`config.mk`:
```
export PLATFORM = sky130hd
export DESIGN_NAME = dmem_port_arbiter
export DESIGN_NICKNAME = d
export VERILOG_FILES = /design/src/rtl/dmem_arb_pkg.sv /design/src/rtl/rr_arb2.sv /design/src/rtl/dmem_port_arbiter.sv
export SDC_FILE = /design/constraint.sdc
export NUM_CORES = 1
export LEC_CHECK = 0
export CORE_AREA = 2 2 183 185
export CTS_CLUSTER_SIZE = 25
export DETAILED_ROUTE_END_ITERATION = 8
export DIE_AREA = 0 0 185 187
export GPL_ROUTABILITY_DRIVEN = 0
export PLACE_DENSITY = 0.68
export SLEW_MARGIN = 20
export SYNTH_ARGS = -nofsm -noshare
export SYNTH_HDL_FRONTEND = slang
export SYNTH_SLANG_ARGS = --single-unit
```
`constraint.sdc`:
```
create_clock -name clk_i -period 2.6 [get_ports clk_i]
set_input_delay 0.78 -clock clk_i [delete_from_list [all_inputs] [get_ports clk_i]]
set_output_delay 0.78 -clock clk_i [all_outputs]
set_load 0.01 [all_outputs]
```
`src/rtl/dmem_arb_pkg.sv`:
```
// Shared types and defaults for the fetch/memory-stage port arbiter.
package dmem_arb_pkg;

   localparam int unsigned DEF_ADDR_W  = 10;
   localparam int unsigned DEF_DATA_W  = 64;
   localparam int unsigned DEF_MEM_LAT = 2;
   localparam int unsigned REQ_ADDR_W  = 64;
   localparam int unsigned CNT_W       = 4;

   typedef enum logic [1:0] {
      IDLE,
      ISSUE,
      WAIT,
      RESP
   } state_t;

   typedef enum logic {
      REQ_I,
      REQ_D
   } req_id_t;

endpackage

```
`src/rtl/rr_arb2.sv`:
```
// Two-way round-robin pick between fetch and memory stage; a tie goes to the port not served last.
module rr_arb2
   import dmem_arb_pkg::*;
(
   input  logic    i_req_i,
   input  logic    d_req_i,
   input  req_id_t last_i,
   output req_id_t win_o
);

   always_comb begin
      win_o = REQ_I;
      if (i_req_i && d_req_i) begin
         win_o = (last_i == REQ_I) ? REQ_D : REQ_I;
      end else if (d_req_i) begin
         win_o = REQ_D;
      end
   end

endmodule

```
`src/rtl/dmem_port_arbiter.sv`:
```
// Shares one single-ported word memory between fetch (read-only) and the memory stage,
// one transaction in flight, fixed memory read latency.
module dmem_port_arbiter
   import dmem_arb_pkg::*;
#(
   parameter int unsigned ADDR_W  = DEF_ADDR_W,
   parameter int unsigned DATA_W  = DEF_DATA_W,
   parameter int unsigned MEM_LAT = DEF_MEM_LAT
) (
   input  logic                  clk_i,
   input  logic                  rst_i,
   input  logic                  i_req_i,
   input  logic [REQ_ADDR_W-1:0] i_addr_i,
   output logic                  i_gnt_o,
   output logic                  i_done_o,
   output logic [DATA_W-1:0]     i_rdata_o,
   output logic                  i_err_o,
   input  logic                  d_req_i,
   input  logic                  d_we_i,
   input  logic [REQ_ADDR_W-1:0] d_addr_i,
   input  logic [DATA_W-1:0]     d_wdata_i,
   output logic                  d_gnt_o,
   output logic                  d_done_o,
   output logic [DATA_W-1:0]     d_rdata_o,
   output logic                  d_err_o,
   output logic                  mem_en_o,
   output logic                  mem_we_o,
   output logic [ADDR_W-1:0]     mem_addr_o,
   output logic [DATA_W-1:0]     mem_wdata_o,
   input  logic [DATA_W-1:0]     mem_rdata_i,
   output logic                  busy_o
);

   state_t                  state_q, state_d;
   logic [CNT_W-1:0]        cnt_q, cnt_d;
   req_id_t                 win_q, win_d, last_q, last_d, arb_win;
   logic                    oor_q, oor_d, we_q, we_d;
   logic [ADDR_W-1:0]       addr_q, addr_d;
   logic [DATA_W-1:0]       wdata_q, wdata_d;
   logic [REQ_ADDR_W-1:0]   sel_addr;

   logic                    i_gnt_q, i_gnt_d, d_gnt_q, d_gnt_d;
   logic                    i_done_q, i_done_d, d_done_q, d_done_d;
   logic                    i_err_q, i_err_d, d_err_q, d_err_d;
   logic                    mem_en_q, mem_en_d, mem_we_q, mem_we_d;
   logic [ADDR_W-1:0]       mem_addr_q, mem_addr_d;
   logic [DATA_W-1:0]       mem_wdata_q, mem_wdata_d;
   logic                    busy_q, busy_d;
   logic [DATA_W-1:0]       i_rdata_q, i_rdata_d, d_rdata_q, d_rdata_d;
   logic [DATA_W-1:0]       resp_data;
   logic                    resp_i, resp_d;

   rr_arb2 u_rr_arb2 (
      .i_req_i (i_req_i),
      .d_req_i (d_req_i),
      .last_i  (last_q),
      .win_o   (arb_win)
   );

   assign sel_addr  = (arb_win == REQ_D) ? d_addr_i : i_addr_i;
   assign resp_i    = (state_q == RESP) && (win_q == REQ_I);
   assign resp_d    = (state_q == RESP) && (win_q == REQ_D);
   assign resp_data = (oor_q || we_q) ? '0 : mem_rdata_i;

   // State and all registered outputs
   always_ff @(posedge clk_i) begin
      if (rst_i) begin
         state_q     <= IDLE;
         cnt_q       <= '0;
         win_q       <= REQ_I;
         last_q      <= REQ_I;
         oor_q       <= 1'b0;
         we_q        <= 1'b0;
         addr_q      <= '0;
         wdata_q     <= '0;
         i_gnt_q     <= 1'b0;
         d_gnt_q     <= 1'b0;
         i_done_q    <= 1'b0;
         d_done_q    <= 1'b0;
         i_err_q     <= 1'b0;
         d_err_q     <= 1'b0;
         mem_en_q    <= 1'b0;
         mem_we_q    <= 1'b0;
         mem_addr_q  <= '0;
         mem_wdata_q <= '0;
         busy_q      <= 1'b0;
         i_rdata_q   <= '0;
         d_rdata_q   <= '0;
      end else begin
         state_q     <= state_d;
         cnt_q       <= cnt_d;
         win_q       <= win_d;
         last_q      <= last_d;
         oor_q       <= oor_d;
         we_q        <= we_d;
         addr_q      <= addr_d;
         wdata_q     <= wdata_d;
         i_gnt_q     <= i_gnt_d;
         d_gnt_q     <= d_gnt_d;
         i_done_q    <= i_done_d;
         d_done_q    <= d_done_d;
         i_err_q     <= i_err_d;
         d_err_q     <= d_err_d;
         mem_en_q    <= mem_en_d;
         mem_we_q    <= mem_we_d;
         mem_addr_q  <= mem_addr_d;
         mem_wdata_q <= mem_wdata_d;
         busy_q      <= busy_d;
         i_rdata_q   <= i_rdata_d;
         d_rdata_q   <= d_rdata_d;
      end
   end

   // Next state, latency counter and request latch
   always_comb begin
      state_d = state_q;
      cnt_d   = cnt_q;
      win_d   = win_q;
      last_d  = last_q;
      oor_d   = oor_q;
      we_d    = we_q;
      addr_d  = addr_q;
      wdata_d = wdata_q;
      case (state_q)
         IDLE: begin
            if (i_req_i || d_req_i) begin
               state_d = ISSUE;
               win_d   = arb_win;
               addr_d  = sel_addr[ADDR_W-1:0];
               oor_d   = |sel_addr[REQ_ADDR_W-1:ADDR_W];
               we_d    = (arb_win == REQ_D) && d_we_i;
               wdata_d = (arb_win == REQ_D) ? d_wdata_i : '0;
            end
         end
         ISSUE: begin
            cnt_d = CNT_W'(MEM_LAT - 1);
            if (oor_q || (MEM_LAT == 1)) begin
               state_d = RESP;
            end else begin
               state_d = WAIT;
            end
         end
         WAIT: begin
            cnt_d = cnt_q - CNT_W'(1);
            if (cnt_q == CNT_W'(1)) begin
               state_d = RESP;
            end
         end
         RESP: begin
            state_d = IDLE;
            last_d  = win_q;
         end
         default: state_d = IDLE;
      endcase
   end

   // Output values for the cycle being entered
   always_comb begin
      i_gnt_d     = 1'b0;
      d_gnt_d     = 1'b0;
      i_done_d    = 1'b0;
      d_done_d    = 1'b0;
      i_err_d     = i_err_q;
      d_err_d     = d_err_q;
      mem_en_d    = 1'b0;
      mem_we_d    = 1'b0;
      mem_addr_d  = mem_addr_q;
      mem_wdata_d = mem_wdata_q;
      busy_d      = (state_d != IDLE);
      i_rdata_d   = resp_i ? resp_data : i_rdata_q;
      d_rdata_d   = resp_d ? resp_data : d_rdata_q;
      case (state_d)
         ISSUE: begin
            i_gnt_d = (win_d == REQ_I);
            d_gnt_d = (win_d == REQ_D);
            if (!oor_d) begin
               mem_en_d    = 1'b1;
               mem_we_d    = we_d;
               mem_addr_d  = addr_d;
               mem_wdata_d = wdata_d;
            end
         end
         RESP: begin
            if (win_d == REQ_I) begin
               i_done_d = 1'b1;
               i_err_d  = oor_d;
            end else begin
               d_done_d = 1'b1;
               d_err_d  = oor_d;
            end
         end
         default: ;
      endcase
   end

   // Read data arrives in the response cycle itself, so it is forwarded straight through then
   assign i_rdata_o   = resp_i ? resp_data : i_rdata_q;
   assign d_rdata_o   = resp_d ? resp_data : d_rdata_q;
   assign i_gnt_o     = i_gnt_q;
   assign d_gnt_o     = d_gnt_q;
   assign i_done_o    = i_done_q;
   assign d_done_o    = d_done_q;
   assign i_err_o     = i_err_q;
   assign d_err_o     = d_err_q;
   assign mem_en_o    = mem_en_q;
   assign mem_we_o    = mem_we_q;
   assign mem_addr_o  = mem_addr_q;
   assign mem_wdata_o = mem_wdata_q;
   assign busy_o      = busy_q;

endmodule

```
# ---- Word-level counts from Yosys, hierarchy flattened
# Index checks and enable logic that the tools add are counted.
dict set report op_classes {
  n_reduce_logical 16
  n_bitwise 5
  muxes 26
  n_eq_ne 6
  addsub 1
}
# cell n
set ops {}
lappend ops {{2-to-1 mux 64 bit} 7}
lappend ops {{OR reduction 54 bit} 1}
lappend ops {{2-to-1 mux 10 bit} 2}
lappend ops {{2-to-1 mux 1 bit} 13}
lappend ops {{case mux 2 bit (4 select lines)} 1}
lappend ops {{case mux 4 bit (2 select lines)} 1}
lappend ops {{equality test 2 bit (second input constant)} 3}
lappend ops {{AND reduction 2 bit} 3}
lappend ops {{inverter 1 bit} 5}
lappend ops {{equality test 2 x 1 -> 1 bit (second input constant)} 2}
lappend ops {{equality test 4 x 1 -> 1 bit (second input constant)} 1}
lappend ops {{logical AND 1 bit} 4}
lappend ops {{2-to-1 mux 2 bit} 2}
lappend ops {{nonzero test 2 bit} 2}
lappend ops {{OR reduction 2 bit} 2}
lappend ops {{subtractor 4 x 1 -> 4 bit (second input constant)} 1}
lappend ops {{OR reduction 3 bit} 1}
lappend ops {{zero test 2 bit} 1}
lappend ops {{logical OR 1 bit} 2}
dict set report word_totals {
  inputBits 261
  reg_bits 295
  out_inout_bits 211
}

# ---- Longest topological paths before layout
# Gate-level depths: netlist of the first run.
dict set report depth {
  depth_word 8
  ltp_mapped 10
  depth_no_buf 8
}

# ---- Modules after synthesis
# Synthesis of the first run repeated with hierarchy kept, for this count alone.
dict set report unflattened {
  hier_cells 1333
  hier_area_um2 11602.4
}
# mod instances area_per_inst_um2 cells_each
set modules_own_cells {}
lappend modules_own_cells {dmem_port_arbiter 1 11591.1 1332}
lappend modules_own_cells {rr_arb2 1 11.3 1}

# ---- Worst setup path after synthesis of the first run
# No wires, ideal clock.
dict set report synth_path {
  kind {input-to-reg}
  startpoint {in d_addr_i[35]}
  endpoint {reg mem_addr_q[0] (netlist: mem_addr_o[0])}
  setup_time_ns 0.123
  t_arrival_ns 2.451
  t_required_ns 2.477
  slack_ns 0.026
  n_path_buf 2
  cell_stages 8
  path_cell_list {nor4_1 > nand4_1 > a2111oi_2 > o21ai_1 > a21oi_2 > buf_6 > buf_6 > mux2_1}
}
dict set report synth_between {
  elab_chain_len 6
}
# item line
set synth_rtl {}
lappend synth_rtl {{from (decl)} dmem_port_arbiter.sv:20} ;# input logic [REQ_ADDR_W-1:0] d_addr_i,
lappend synth_rtl {{2-to-1 mux 64 bit} dmem_port_arbiter.sv:60} ;# assign sel_addr = (arb_win == REQ_D) ? d_addr_i : i_addr_i;
lappend synth_rtl {{OR reduction 54 bit} dmem_port_arbiter.sv:130} ;# oor_d = |sel_addr[REQ_ADDR_W-1:ADDR_W];
lappend synth_rtl {{2-to-1 mux 1 bit} dmem_port_arbiter.sv:126} ;# if (i_req_i || d_req_i) begin
lappend synth_rtl {{2-to-1 mux 1 bit} dmem_port_arbiter.sv:124} ;# case (state_q)
lappend synth_rtl {{inverter 1 bit (no line)} -}
lappend synth_rtl {{AND reduction 2 bit (no line)} -}
lappend synth_rtl {{to (signal assigned)} dmem_port_arbiter.sv:106} ;# mem_addr_q <= mem_addr_d;
lappend synth_rtl {{to (decl)} dmem_port_arbiter.sv:46} ;# logic [ADDR_W-1:0] mem_addr_q, mem_addr_d;
# Every way passes these cells.
# A chain may end at the register's enable or synchronous reset.

# ---- Worst setup path after layout of the first run
dict set report layout_path {
  startpoint {reg state_q[0]}
  endpoint {out i_rdata_o[16]}
}
dict set report layout_between {
  elab_chain_len 3
}
# item line
set layout_rtl {}
lappend layout_rtl {{from (decl)} dmem_port_arbiter.sv:34} ;# state_t state_q, state_d;
lappend layout_rtl {{from (signal assigned)} dmem_port_arbiter.sv:90} ;# state_q <= state_d;
lappend layout_rtl {{equality test 2 bit} dmem_port_arbiter.sv:61} ;# assign resp_i = (state_q == RESP) && (win_q == REQ_I);
lappend layout_rtl {{logical AND 1 bit} dmem_port_arbiter.sv:61}
lappend layout_rtl {{2-to-1 mux 64 bit} dmem_port_arbiter.sv:197} ;# assign i_rdata_o = resp_i ? resp_data : i_rdata_q;
lappend layout_rtl {{to (decl)} dmem_port_arbiter.sv:16} ;# output logic [DATA_W-1:0] i_rdata_o,
# Every way passes these cells.

==> results of run 1 <==
==> logic make-up (layout without fill, tap and decap cells) <==
group	count (synthesis)	after routing	share of synthesized area
AOI/OAI and AO/OA	223	223	0.126
adders and majority gates	7	7	0.00783
buffers and inverters	90	657	0.0348
DFF	295	295	0.528
muxes	84	84	0.0834
and+or+nand+nor	481	483	0.220
==> per-layer routing <==
metal / vias to the layer above / part of all wire / GRT usage
met2: 335 / 0.47 / 0.336
met3: 51 / 0.082 / 0.0695
met4: 0 / 0.017 / 0.0476
met1: 4851 / 0.43 / 0.258
li1: 5111 / - / -
met5: - / 0 / 0
==> area by class of cell <==
| class | count | area (µm²) |
|---|---|---|
| Inverter | 6 | 27.5 |
| Fill cell | 2809 | 13500 |
| Sequential cell | 295 | 5910 |
| Tap cell | 448 | 561 |
| Multi-Input combinational cell | 797 | 5960 |
| Clock inverter | 9 | 98.8 |
| Clock buffer | 52 | 1040 |
| Timing Repair Buffer | 590 | 5800 |
==> synth_stat cells (3+ instances only) <==
cell type	count
dfxtp_1	295
nor2b_1	207
nand2_1	198
o21ai_0	131
clkbuf_1	66
a22o_1	65
mux2_1	38
mux2_2	36
nor4_1	27
nor2_1	24
a211oi_1	12
mux2i_1	10
a21oi_1	8
buf_1	8
ha_1	7
inv_1	6
nand4_1	6
buf_6	5
nor3_1	5
buf_4	3
nand2b_1	3
nor3b_1	3
==> through the flow <==
stage	TNS, ns	area [µm²]
3_5_place_dp	-90.31	17000
4_1_cts	-1.69	18400
5_1_grt	-5.90	19400
6_report	-0.801	19400
2_1_floorplan	0	11200
3_3_place_gp	-91.82	17000
==> worst max-delay path: stages, from the launching register on <==
cell	delay, ns
dfxtp_2	0.35
ha_4	0.20
buf_6	0.14
nand2b_4	0.14
clkbuf_16	0.23
o21ai_2	0.14
buf_2	0.16
==> path summary, 6_finish.rpt <==
check | startpoint | endpoint | slack [ns] | cells past startpoint
hold / removal | wdata_q[29] | wdata_q[29] | 0.47 | 1
setup / recovery | state_q[0] | i_rdata_o[16] | -0.05 | 6
setup reg to reg | state_q[1] | mem_wdata_o[53] | 0.04 | 13
hold reg to reg | wdata_q[29] | wdata_q[29] | 0.47 | 1
==> registers in the layout, indices dropped and copies added, names as in the netlist <==
register	flops
d_rdata_q	64
i_rdata_q	64
mem_wdata_o	64
wdata_q	64
addr_q	10
mem_addr_o	10
cnt_q	4
state_q	2
busy_o	1
d_done_o	1
d_err_o	1
d_gnt_o	1
i_done_o	1
i_err_o	1
i_gnt_o	1
last_q	1
mem_en_o	1
mem_we_o	1
oor_q	1
we_q	1
win_q	1
==> power by group through the flow <==
stage	combinational, mW	clock (mW)	sequential (mW)
floorplan	2.12	0	5.67
detailed placement	4.90	0	5.59
global route	6.38	5.11	5.62
CTS	5.49	4.91	5.53
global placement	4.85	0	5.58
finish	5.97	4.81	5.54
==> timing repair <==
item                                    in CTS  in global routing
pin swaps                                   23                 45
setup buffers                               15                 22
hold endpoints to repair                     0                  0
gates cloned                                 8                  6
endpoints found under the setup margin     202                170
gates resized for setup                    800                276
==> qor.yml, run 1 <==
rsz0062_at_grt: "true"
status: "finished, violations left"
netlist_instances: 1180
area_growth_pct: 73.5
yosysUniqueCellTypes: 36
synth_seq_area_share: 0.528
p_total_mw: 16.3
internal_power_mw: 11.4
whs_ns: 0.473
finalSetupViolations: 43
dp_hpwl_mm: 25.6
fin_crit_ns: 2.65
fin_skew_ns: 0.0112
end_kind: "primary output"
worstPathArrival_ns: 1.87
ys_seq_elements: 295
chipWidth_um: 185
fin_util: 0.591
ys_warn_count: 0
slew_headroom: 0.602
boundaryPins: 472
swShare: 0.302
drc_errors: 0
grt-ovfl-total: 0
die_area_um2: 34600
coreArea_um2: 32900
syn_nets: 1448
vias_per_cell: 4.71
antenna_found_initial: 0
worst_pin_slew_ns: 0.598
die_h_um: 187
stdcell_count: 2197
cts-htree-levels: 2
crit_required_ns: 1.82
wl_per_cell_um: 17.6
worst_ir_drop_vdd_uv: 437
switching_power_mw: 4.94
dp_slack_ns: -0.744
failed_checks: "negative setup slack"
worst_skew_pair.late_latency_ns: 0.49
start_util: 0.340
path_clk_slew_ns: 0.06
antenna-diode-count: 0
drtIter0Drc: 362
report.final.slew_viol_count: 0
drv_cap: 0
max_clock_freq_ghz: 0.377
fin_nets: 1992
hold_class: "flop to flop"
crit_path_max_fanout: 8
cts_root_buf: "clkbuf_16"
final_common_cell: "clkdlybuf4s50_1"
cts_buffers: 34
netlist.area_leader.share: 0.528
drt_first_pass_iters: 4
hold_viol: 0
synthTopCellsByArea: "dfxtp_1 53%, nor2b_1 12%, nand2_1 6.6%"
cts_hold_buf: 0
power_density_nw_per_um2: 841
synth_edf_count: 0
placed_cells: 2095
rows: 67
p_seq_frac: 0.340
setup.worst_path.class: "flop to primary output"
drtAntennaViolNets: 0
track_usage: 0.205
syn_avg_cell_area_um2: 9.48
clkPwrFrac: 0.295
vias: 10300
final_cell_mix: "305 x clkdlybuf4s50_1, 290 x dfxtp_1, 206 x nor2b_1, 156 x nand2_1, 93 x buf_2"
grt_pass1_vias: 10400
ys.flop_type: "dfxtp_1"
clock_path_buffers: 3
grt_pass1_wl_mm: 56.6
port_buffers: 471
grt_max_degree: 129
synthArstFlopShare: 0
synth_area_leader_cell: "dfxtp_1"
drive_above_1_share: 0.308
fin_crit_sh: 1.02
cp-start-kind: "flop"
leakage_nw: 8.11
combinationalPowerShare: 0.366
clock_sinks: 295
mappedNetlistArea_um2: 11200
setup_ws_ns: -0.0503
postRouteWirelength_mm: 38.6
cts_tree: "done"
(Power assumes the default switching activity.)
==> run 2: changes to the inputs <==
--- a/config.mk
+++ b/config.mk
@@ -6,6 +6,7 @@
 export NUM_CORES = 1
 export LEC_CHECK = 0
 export CORE_AREA = 2 2 183 185
+export CTS_CLUSTER_DIAMETER = 80
 export CTS_CLUSTER_SIZE = 25
 export DETAILED_ROUTE_END_ITERATION = 8
 export DIE_AREA = 0 0 185 187
==> run 2 against run 1 <==
Register-to-register slack better by 0.07 ns. Flip-flop and latch count stayed put. Sequential power hardly changed. Highest routed layer unchanged. Sequential share of layout area is 1.2 points higher. First-iteration DRC count is 3.9% lower. Setup slack better by 0.0072 ns. Die area stayed put. Worst hold slack better by 0.013 ns. Largest cell class is now sequential cells. Final area is 3.8% lower. The run still ends with negative setup slack left. Power is 12% lower. Combinational power hardly changed.
==> qor.yml, run 2 (synthesis results as in run 1) <==
placed_cells: 2095  # unchanged
crit_path_max_fanout: 16  # +8
chipWidth_um: 185  # unchanged
drc_errors: 0  # unchanged
track_usage: 0.199  # -0.00534
slew_headroom: 0.591  # -0.0108
failed_checks: "negative setup slack"
cts_tree: "done"
setup.worst_path.class: "flop to primary output"
worst_pin_slew_ns: 0.614  # +0.0162 ns
cts_hold_buf: 0  # unchanged
boundaryPins: 472  # unchanged
status: "finished, violations left"
finalSetupViolations: 12  # -72%
cp-start-kind: "flop"
finalSetupTns_ns: -0.222  # +0.579 ns
vias: 10100  # -2.4%
cts-htree-levels: 1  # -1
stdcell_count: 2148  # -2.2%
wl_per_cell_um: 17.6  # +0.39%
report.final.slew_viol_count: 0  # unchanged
rows: 67  # unchanged
worstPathArrival_ns: 1.86  # about the same
power_density_nw_per_um2: 767  # -8.9%
cts_root_buf: "clkbuf_16"
port_buffers: 471  # unchanged
drive_above_1_share: 0.295  # -0.0129
drtIter0Drc: 348  # -3.9%
nFillCells: 2899  # +3.2%
drt_first_pass_iters: 4  # unchanged
dp_slack_ns: -0.744  # unchanged
area_growth_pct: 66.9
final_common_cell: "dfxtp_1"
clock_sinks: 295  # unchanged
drv_cap: 0  # unchanged
max_stage_delay_ns: 0.36  # about the same
grt_pass1_wl_mm: 55.5  # -1.9%
die_h_um: 187  # unchanged
leakage_nw: 7.95  # -2.0%
antenna_found_initial: 0  # unchanged
fin_crit_sh: 1.02  # -0.00279
grt_pass1_vias: 10000  # -3.6%
antenna-diode-count: 0  # unchanged
cp_num_buf_inv: 2  # -1
rsz0062_at_grt: "true"
fin_skew_ns: 0.0126  # +0.00132 ns
worst_skew_pair.late_latency_ns: 0.50  # about the same
hold_viol: 0  # unchanged
clock_path_buffers: 3  # unchanged
final_cell_mix: "291 x dfxtp_1, 282 x clkdlybuf4s50_1, 206 x nor2b_1, 170 x nand2_1, 103 x buf_2"
setup_ws_ns: -0.0431  # +0.00724 ns
path_clk_slew_ns: 0.10  # +0.04 ns
end_kind: "primary output"
cts_buffers: 16  # -53%
max_clock_freq_ghz: 0.378  # +0.27%
start_util: 0.340  # unchanged
crit_slowest_cell: "dfxtp_2"
dp_hpwl_mm: 25.6  # unchanged
grt-ovfl-total: 0  # unchanged
critPathTopFamily: "buffers and inverters"
postRouteWirelength_mm: 37.9  # -1.8%
crit_required_ns: 1.82  # about the same
drtAntennaViolNets: 0  # unchanged
die_area_um2: 34600  # unchanged
fin_util: 0.568  # -0.0225
fin_nets: 1962  # -1.5%
coreArea_um2: 32900  # unchanged
vias_per_cell: 4.70  # -0.13%
hold_class: "flop to flop"
post-route-cell-area_um2: 18700  # -3.8%
fin_crit_ns: 2.64  # -0.00724 ns
worst_ir_drop_vdd_uv: 526  # +20%
place_area_um2: 17000  # unchanged
path_cells: "ha_4 -> nand2b_2 -> clkbuf_16 -> o21ai_2 -> clkdlybuf4s15_2"
grt_max_degree: 129  # unchanged
[run 2: cell count changes in the layout (fill, tap and decap cells not counted), sizes merged, moves of 3 or more]
| cell | before | now |
|---|---|---|
| dlymetal6s2s | 18 | 46 |
| dlygate4sd2 | 13 | 1 |
| clkbuf | 62 | 32 |
| buf | 239 | 223 |
| clkdlybuf4s15 | 5 | 12 |
| clkdlybuf4s50 | 305 | 282 |
| clkinvlp | 0 | 3 |
| clkinv | 6 | 2 |
[run 2: worst register-to-register path: stages (launching register included)]
cell and delay [ns]:
dfxtp_2 0.34, buf_4 0.14, inv_2 0.08, ha_4 0.14, and4bb_2 0.23, o2111ai_2 0.14
o22ai_2 0.19, o21ai_2 0.11, a21oi_4 0.30, buf_12 0.18, buf_12 0.11, buf_8 0.12
mux2_4 0.30
[run 2: repair_timing]
| action | 4_1_cts | 5_1_grt |
|---|---|---|
| pin swaps | 16 | 40 |
| setup buffers | 15 | 6 |
| cloned | 6 | 10 |
| resized for setup | 763 | 296 |
| endpoints found under the setup margin | 202 | 177 |
[run 2: cell type report]
class                      count  area, µm²  area share
sequential                   295       5910       0.317
tap                          448        561      0.0300
multi-input combinational    797       5890       0.315
timing repair buffer         578       5780       0.309
clock inverter                 6       66.3     0.00355
inverter                       6       25.0     0.00134
clock buffer                  18        439      0.0235
[run 2: path summary, 6_finish.rpt]
| path | start | end | slack [ns] | cells after the start |
|---|---|---|---|---|
| setup / recovery | state_q[0] | i_rdata_o[38] | -0.04 | 5 |
| hold / removal | wdata_q[39] | wdata_q[39] | 0.49 | 1 |
| setup reg to reg | state_q[1] | mem_wdata_o[53] | 0.11 | 12 |
| hold reg to reg | wdata_q[39] | wdata_q[39] | 0.49 | 1 |
[run 2: where the power goes]
| group | internal [mW] | total [mW] | switching, mW |
|---|---|---|---|
| combinational | 3.21 | 5.94 | 2.73 |
| clock | 1.33 | 2.84 | 1.51 |
| sequential | 5.22 | 5.53 | 0.309 |
| total | 9.76 | 14.3 | 4.55 |
[run 2: metrics by stage]
step / hold WS, ns / total power, mW
floorplan: 0.444 / 7.79
global placement: 0.456 / 10.4
detailed placement: 0.459 / 10.5
CTS: 0.486 / 14.0
global route: 0.500 / 15.0
finish: 0.487 / 14.3
[run 2: per-layer routing]
metal	wire, µm	track usage	vias up
met5	0	0	-
li1	-	-	5022
met4	600	0.0372	0
met2	18100	0.329	308
met3	3020	0.0607	48
met1	16200	0.258	4726
